File: config.mk
export PLATFORM = sky130hd
export DESIGN_NAME = mem_request_queue
export DESIGN_NICKNAME = d
export VERILOG_FILES = /design/src/rtl/mem_request_queue.sv
export SDC_FILE = /design/constraint.sdc
export NUM_CORES = 1
export LEC_CHECK = 0
export ABC_AREA = 1
export CAP_MARGIN = 20
export CORE_MARGIN = 8
export CORE_UTILIZATION = 54
export DETAILED_ROUTE_END_ITERATION = 6
export PLACE_DENSITY = 0.77
export SLEW_MARGIN = 20
export SYNTH_ARGS = -nofsm -noshare
export SYNTH_HDL_FRONTEND = slang
export SYNTH_SLANG_ARGS = --single-unit
File: constraint.sdc
create_clock -name clk -period 3.7 [get_ports clk]
set_clock_uncertainty 0.2 [all_clocks]
set_input_delay 0.555 -clock clk [delete_from_list [all_inputs] [get_ports clk]]
set_output_delay 0.555 -clock clk [all_outputs]
set_load 0.1 [all_outputs]
File: src/rtl/mem_request_queue.sv
// Request FIFO and single-outstanding sequencer in front of the RAM/ROM controller.
// A watchdog retires requests that the controller never acknowledges.
//
// state    | meaning
// IDLE     | wait for a queued request and ctl_ready, then load and pop the head
// ISSUE    | ctl_start pulse, watchdog armed
// WAIT_ACK | wait for ctl_ack or watchdog expiry, then retire
module mem_request_queue #(
    parameter int ADDRESS_SIZE = 24,
    parameter int DATA_SIZE    = 16,
    parameter int DEPTH_LOG2   = 2,
    parameter int TIMEOUT      = 255
) (
    input  logic                    clk,
    input  logic                    rst,
    input  logic                    req_valid,
    output logic                    req_ready,
    input  logic [ADDRESS_SIZE-1:0] req_addr,
    input  logic [DATA_SIZE-1:0]    req_data,
    input  logic                    req_chip,
    input  logic                    req_length,
    input  logic                    req_op,
    output logic                    rsp_valid,
    output logic [DATA_SIZE-1:0]    rsp_data,
    output logic                    rsp_err,
    output logic                    ctl_start,
    output logic [ADDRESS_SIZE-1:0] ctl_addr,
    output logic [DATA_SIZE-1:0]    ctl_data,
    output logic                    ctl_chip,
    output logic                    ctl_length,
    output logic                    ctl_op,
    input  logic                    ctl_ready,
    input  logic                    ctl_ack,
    input  logic [DATA_SIZE-1:0]    ctl_rdata,
    output logic [DEPTH_LOG2:0]     fifo_count,
    output logic                    busy
);
    localparam int DEPTH   = 1 << DEPTH_LOG2;
    localparam int ENTRY_W = ADDRESS_SIZE + DATA_SIZE + 3;
    localparam logic [DEPTH_LOG2:0] FULL_COUNT = (DEPTH_LOG2 + 1)'(DEPTH);

    localparam logic [1:0] S_IDLE     = 2'd0;
    localparam logic [1:0] S_ISSUE    = 2'd1;
    localparam logic [1:0] S_WAIT_ACK = 2'd2;

    logic [ENTRY_W-1:0]      mem_q [DEPTH];
    logic [ENTRY_W-1:0]      mem_d [DEPTH];
    logic [DEPTH_LOG2-1:0]   wr_ptr_q, wr_ptr_d;
    logic [DEPTH_LOG2-1:0]   rd_ptr_q, rd_ptr_d;
    logic [DEPTH_LOG2:0]     count_q, count_d;
    logic [1:0]              state_q, state_d;
    logic [7:0]              wd_q, wd_d;
    logic [ENTRY_W-1:0]      ctl_entry_q, ctl_entry_d;
    logic                    ctl_start_q, ctl_start_d;
    logic                    rsp_valid_q, rsp_valid_d;
    logic [DATA_SIZE-1:0]    rsp_data_q, rsp_data_d;
    logic                    rsp_err_q, rsp_err_d;
    logic                    push;
    logic                    load;

    assign req_ready = (count_q != FULL_COUNT) && !rst;
    assign push      = req_valid && req_ready;
    // The retire cycle is spent in IDLE without loading, so back-to-back
    // requests are spaced at least four cycles apart.
    assign load      = (state_q == S_IDLE) && (count_q != '0) && ctl_ready && !rsp_valid_q;

    always_comb begin
        mem_d    = mem_q;
        wr_ptr_d = wr_ptr_q;
        rd_ptr_d = rd_ptr_q;
        count_d  = count_q;
        if (push) begin
            mem_d[wr_ptr_q] = {req_addr, req_data, req_chip, req_length, req_op};
            wr_ptr_d        = wr_ptr_q + DEPTH_LOG2'(1);
        end
        if (load) begin
            rd_ptr_d = rd_ptr_q + DEPTH_LOG2'(1);
        end
        case ({push, load})
            2'b10:   count_d = count_q + (DEPTH_LOG2 + 1)'(1);
            2'b01:   count_d = count_q - (DEPTH_LOG2 + 1)'(1);
            default: count_d = count_q;
        endcase
    end

    always_comb begin
        state_d     = state_q;
        wd_d        = wd_q;
        ctl_entry_d = ctl_entry_q;
        ctl_start_d = 1'b0;
        rsp_valid_d = 1'b0;
        rsp_data_d  = '0;
        rsp_err_d   = 1'b0;
        case (state_q)
            S_IDLE: begin
                if (load) begin
                    ctl_entry_d = mem_q[rd_ptr_q];
                    ctl_start_d = 1'b1;
                    state_d     = S_ISSUE;
                end
            end
            S_ISSUE: begin
                // Down-counter reaching zero marks the TIMEOUT-th WAIT_ACK cycle.
                wd_d    = 8'(TIMEOUT - 1);
                state_d = S_WAIT_ACK;
            end
            S_WAIT_ACK: begin
                if (ctl_ack) begin
                    rsp_valid_d = 1'b1;
                    rsp_data_d  = ctl_entry_q[0] ? '0 : ctl_rdata;
                    state_d     = S_IDLE;
                end else if (wd_q == 8'd0) begin
                    rsp_valid_d = 1'b1;
                    rsp_err_d   = 1'b1;
                    state_d     = S_IDLE;
                end else begin
                    wd_d = wd_q - 8'd1;
                end
            end
            default: state_d = S_IDLE;
        endcase
    end

    always_ff @(posedge clk) begin
        mem_q <= mem_d;
    end

    always_ff @(posedge clk) begin
        if (rst) begin
            wr_ptr_q    <= '0;
            rd_ptr_q    <= '0;
            count_q     <= '0;
            state_q     <= S_IDLE;
            wd_q        <= '0;
            ctl_entry_q <= '0;
            ctl_start_q <= 1'b0;
            rsp_valid_q <= 1'b0;
            rsp_data_q  <= '0;
            rsp_err_q   <= 1'b0;
        end else begin
            wr_ptr_q    <= wr_ptr_d;
            rd_ptr_q    <= rd_ptr_d;
            count_q     <= count_d;
            state_q     <= state_d;
            wd_q        <= wd_d;
            ctl_entry_q <= ctl_entry_d;
            ctl_start_q <= ctl_start_d;
            rsp_valid_q <= rsp_valid_d;
            rsp_data_q  <= rsp_data_d;
            rsp_err_q   <= rsp_err_d;
        end
    end

    assign {ctl_addr, ctl_data, ctl_chip, ctl_length, ctl_op} = ctl_entry_q;
    assign ctl_start  = ctl_start_q;
    assign rsp_valid  = rsp_valid_q;
    assign rsp_data   = rsp_data_q;
    assign rsp_err    = rsp_err_q;
    assign fifo_count = count_q;
    assign busy       = (state_q != S_IDLE);

endmodule

==> summary.txt <==
Slowest CP cell: clkdlybuf4s50_1
#FFs+latches synth: 251
Hpwl dp: 11.6 mm
Overflow after GRT: 0
First-pass GRT wire length: 32.1 mm
Top-count cell post-synth: nor2_1
Distinct cells, synth: 29
R2r setup slk: 1220 ps
Hold-fix buffers, CTS: 0
Post-CTS resize count: 0
Detailed Route WL: 20.3 mm
Worst skew pair latency: 530 ps
IO Port Bufs: 130
Die Width: 148 um
CP Cell Sequence: clkdlybuf4s50_1
Total setup violations reported at the end of the flow: 0
Final hold vios: 0
CTS tree: done
Top-area cell type share of the netlist area: 55.1%
Async set or reset register ratio after synthesis: 0%
Synthesized area: 9380 um2
Drc violations: 0
Placed insts: 1132
Final-layout setup total negative slack: 0 ps
R2R cell count: 10
Worst min-delay path endpoint: wd_q[0]
H-Tree Depth: 1
WL met1: 8.73 mm
CP Launch Type: register
CTS clock-pin slew for the worst setup and hold paths: 60 ps
Top cells by area, synth: edfxtp_1 (55%), dfxtp_1 (17%), nor2_1 (8.4%)
Lkg Pwr: 0.00425 uW
Buf/Inv on CP: 1
Largest area contributor in the netlist: edfxtp_1
DR WL met3: 1.42 mm
Num rows: 48
Syn nets: 880
Number of synthesized flops with an enable pin: 172
CTS sink cnt: 251
Ys flop type: edfxtp_1
Most common library cells after synthesis: nor2_1 (210), edfxtp_1 (172), o21ai_0 (89)
Mapped Avg Cell Area: 11.6 um2
CTS root buf: clkbuf_16
Total CTS buffers: 25
Status: complete, no violations
Chip Height: 148 um
N_diodes: 0
R2r endpoint: fifo_count[2]
Largest net degree at the start of global routing: 88
Post-CTS Setup Inserts: 0
Yosys warns: 0
Total power: 9040 uW
Hold path depth: 1
First drt pass iteration count: 4
IO Pins: 131
Die area: 21800 um2
Non-Filler Instances: 1178
Initial Util: 54.8%
Layout cells sized above 1: 8.08%
Crit path DAT: 2120 ps
Pwr dens: 771 nW/um2
RSZ-0062 raised after global routing: no
GP Congestion: 0.821
VDD IR max: 0.000490 V
Fin crit share: 77.8%
Max-Cap Viols: 0
Initial drt markers: 483
Worst Path Max Fanout: 4
Wirelength per Cell: 17.2 um
Slew @ Worst Pin: 1060 ps
Core area: 17100 um2
Fmax: 347 MHz
WL met2: 9.81 mm
Area grow syn2layout: 25.1%
Worst Min Path Start: wd_q[0]
R2R Path Start: fifo_count[0]
HP Class: register to register
Max Slew Vio Count: 0
Sequential share of the synthesized area: 72.0%
Vias/cell: 5.37
Slowest stage delay, CP: 1170 ps
Antenna violations before repair: 0
GRT Util Overall: 18.2%
Antenna Violating Nets Remaining: 0
Max-slew headroom: 28.8%
Top delay family on crit path: buffers and inverters
Worst setup EP type: output pin
Final min period: 2880 ps
Instance count on the critical path: 1
Max Buffers Root-to-Sink: 3
Vias in the first global route: 6151
WS Path Type: register to output pin
Gate Count Post-Synth: 809
Req. time, crit path: 2940 ps
Max layer used: met4
Nets: 1005
DR vias: 6324
-- worst max-delay path by stage --
stage	start	endpoint	slack, ps
final	fifo_count[2]	fifo_count[2]	820
after global routing	state_q[0]	busy	750
after CTS	fifo_count[2]	fifo_count[2]	800
after detailed placement	rst	fifo_count[2]	690
after global placement	rst	fifo_count[2]	690
after floorplan	fifo_count[1]	mem_q[0]	300
-- sequential cells by signal, indices dropped and copies added, names as in the netlist, 2 cells and up --
register	flops
ctl_entry_q	43
fifo_count	3
mem_q	172
rd_ptr_q	2
rsp_data	16
state_q	2
wd_q	8
wr_ptr_q	2
-- report_power, final --
part           leakage [uW]  internal, uW  switching (uW)  total, uW
clock network      0.000429          1590            1030       2620
registers           0.00221          3280             138       3420
logic               0.00161           712            2300       3010
total               0.00425          5580            3470       9040
-- layer usage --
metal / global-route usage (%) / vias up
li1: - / 3068
met2: 30.5 / 208
met4: 5.35 / 0
met5: 0 / -
met3: 3.67 / 33
met1: 23.6 / 3015
-- cell usage in the layout (no fill, tap or decap), drive strengths merged --
| cell type | Yosys | final |
|---|---|---|
| a31oi | 1 | 1 |
| nand3 | 15 | 15 |
| bufinv | 0 | 4 |
| o21ai | 142 | 142 |
| dfxtp | 79 | 79 |
| buf | 36 | 13 |
| nand2 | 25 | 25 |
| inv | 47 | 48 |
| ha | 6 | 6 |
| o22ai | 43 | 43 |
| clkinv | 1 | 10 |
| a21oi | 15 | 15 |
| nor4 | 1 | 1 |
| nor2 | 212 | 212 |
| nand3b | 1 | 1 |
| clkbuf | 8 | 32 |
| nor3 | 3 | 3 |
| fa | 1 | 1 |
| nand4 | 1 | 1 |
| edfxtp | 172 | 172 |
| clkdlybuf4s50 | 0 | 129 |
-- per-stage QoR --
| step | cell area, um2 | util, % | hold slack, ps | setup WS [ps] |
|---|---|---|---|---|
| final | 11700 | 68.6 | 261 | 821 |
| after global routing | 11700 | 68.6 | 281 | 749 |
| after CTS | 11700 | 68.6 | 261 | 798 |
| after detailed placement | 10900 | 63.5 | 251 | 693 |
| after global placement | 10900 | 63.5 | 249 | 688 |
| after floorplan | 9420 | - | 234 | 300 |
-- logic make-up (layout without fill, tap and decap cells) --
kind of cell    Yosys count  after routing  synth area share [%]
simple gates            258            258                  10.9
flops                   251            251                  72.0
compound gates          201            201                  11.5
buf+inv                  92            236                  4.62
fa+ha+maj                 7              7                  1.01
-- final cells by class --
class | count | area [um2]
flip-flops and latches | 251 | 6750
fillers | 1240 | 5380
multi-input cells | 466 | 2240
repair buffers | 142 | 1410
clock buffers | 32 | 682
well taps | 225 | 282
clock inverters | 14 | 185
inverters | 48 | 181
No activity file was read; power rests on OpenSTA's default activity.
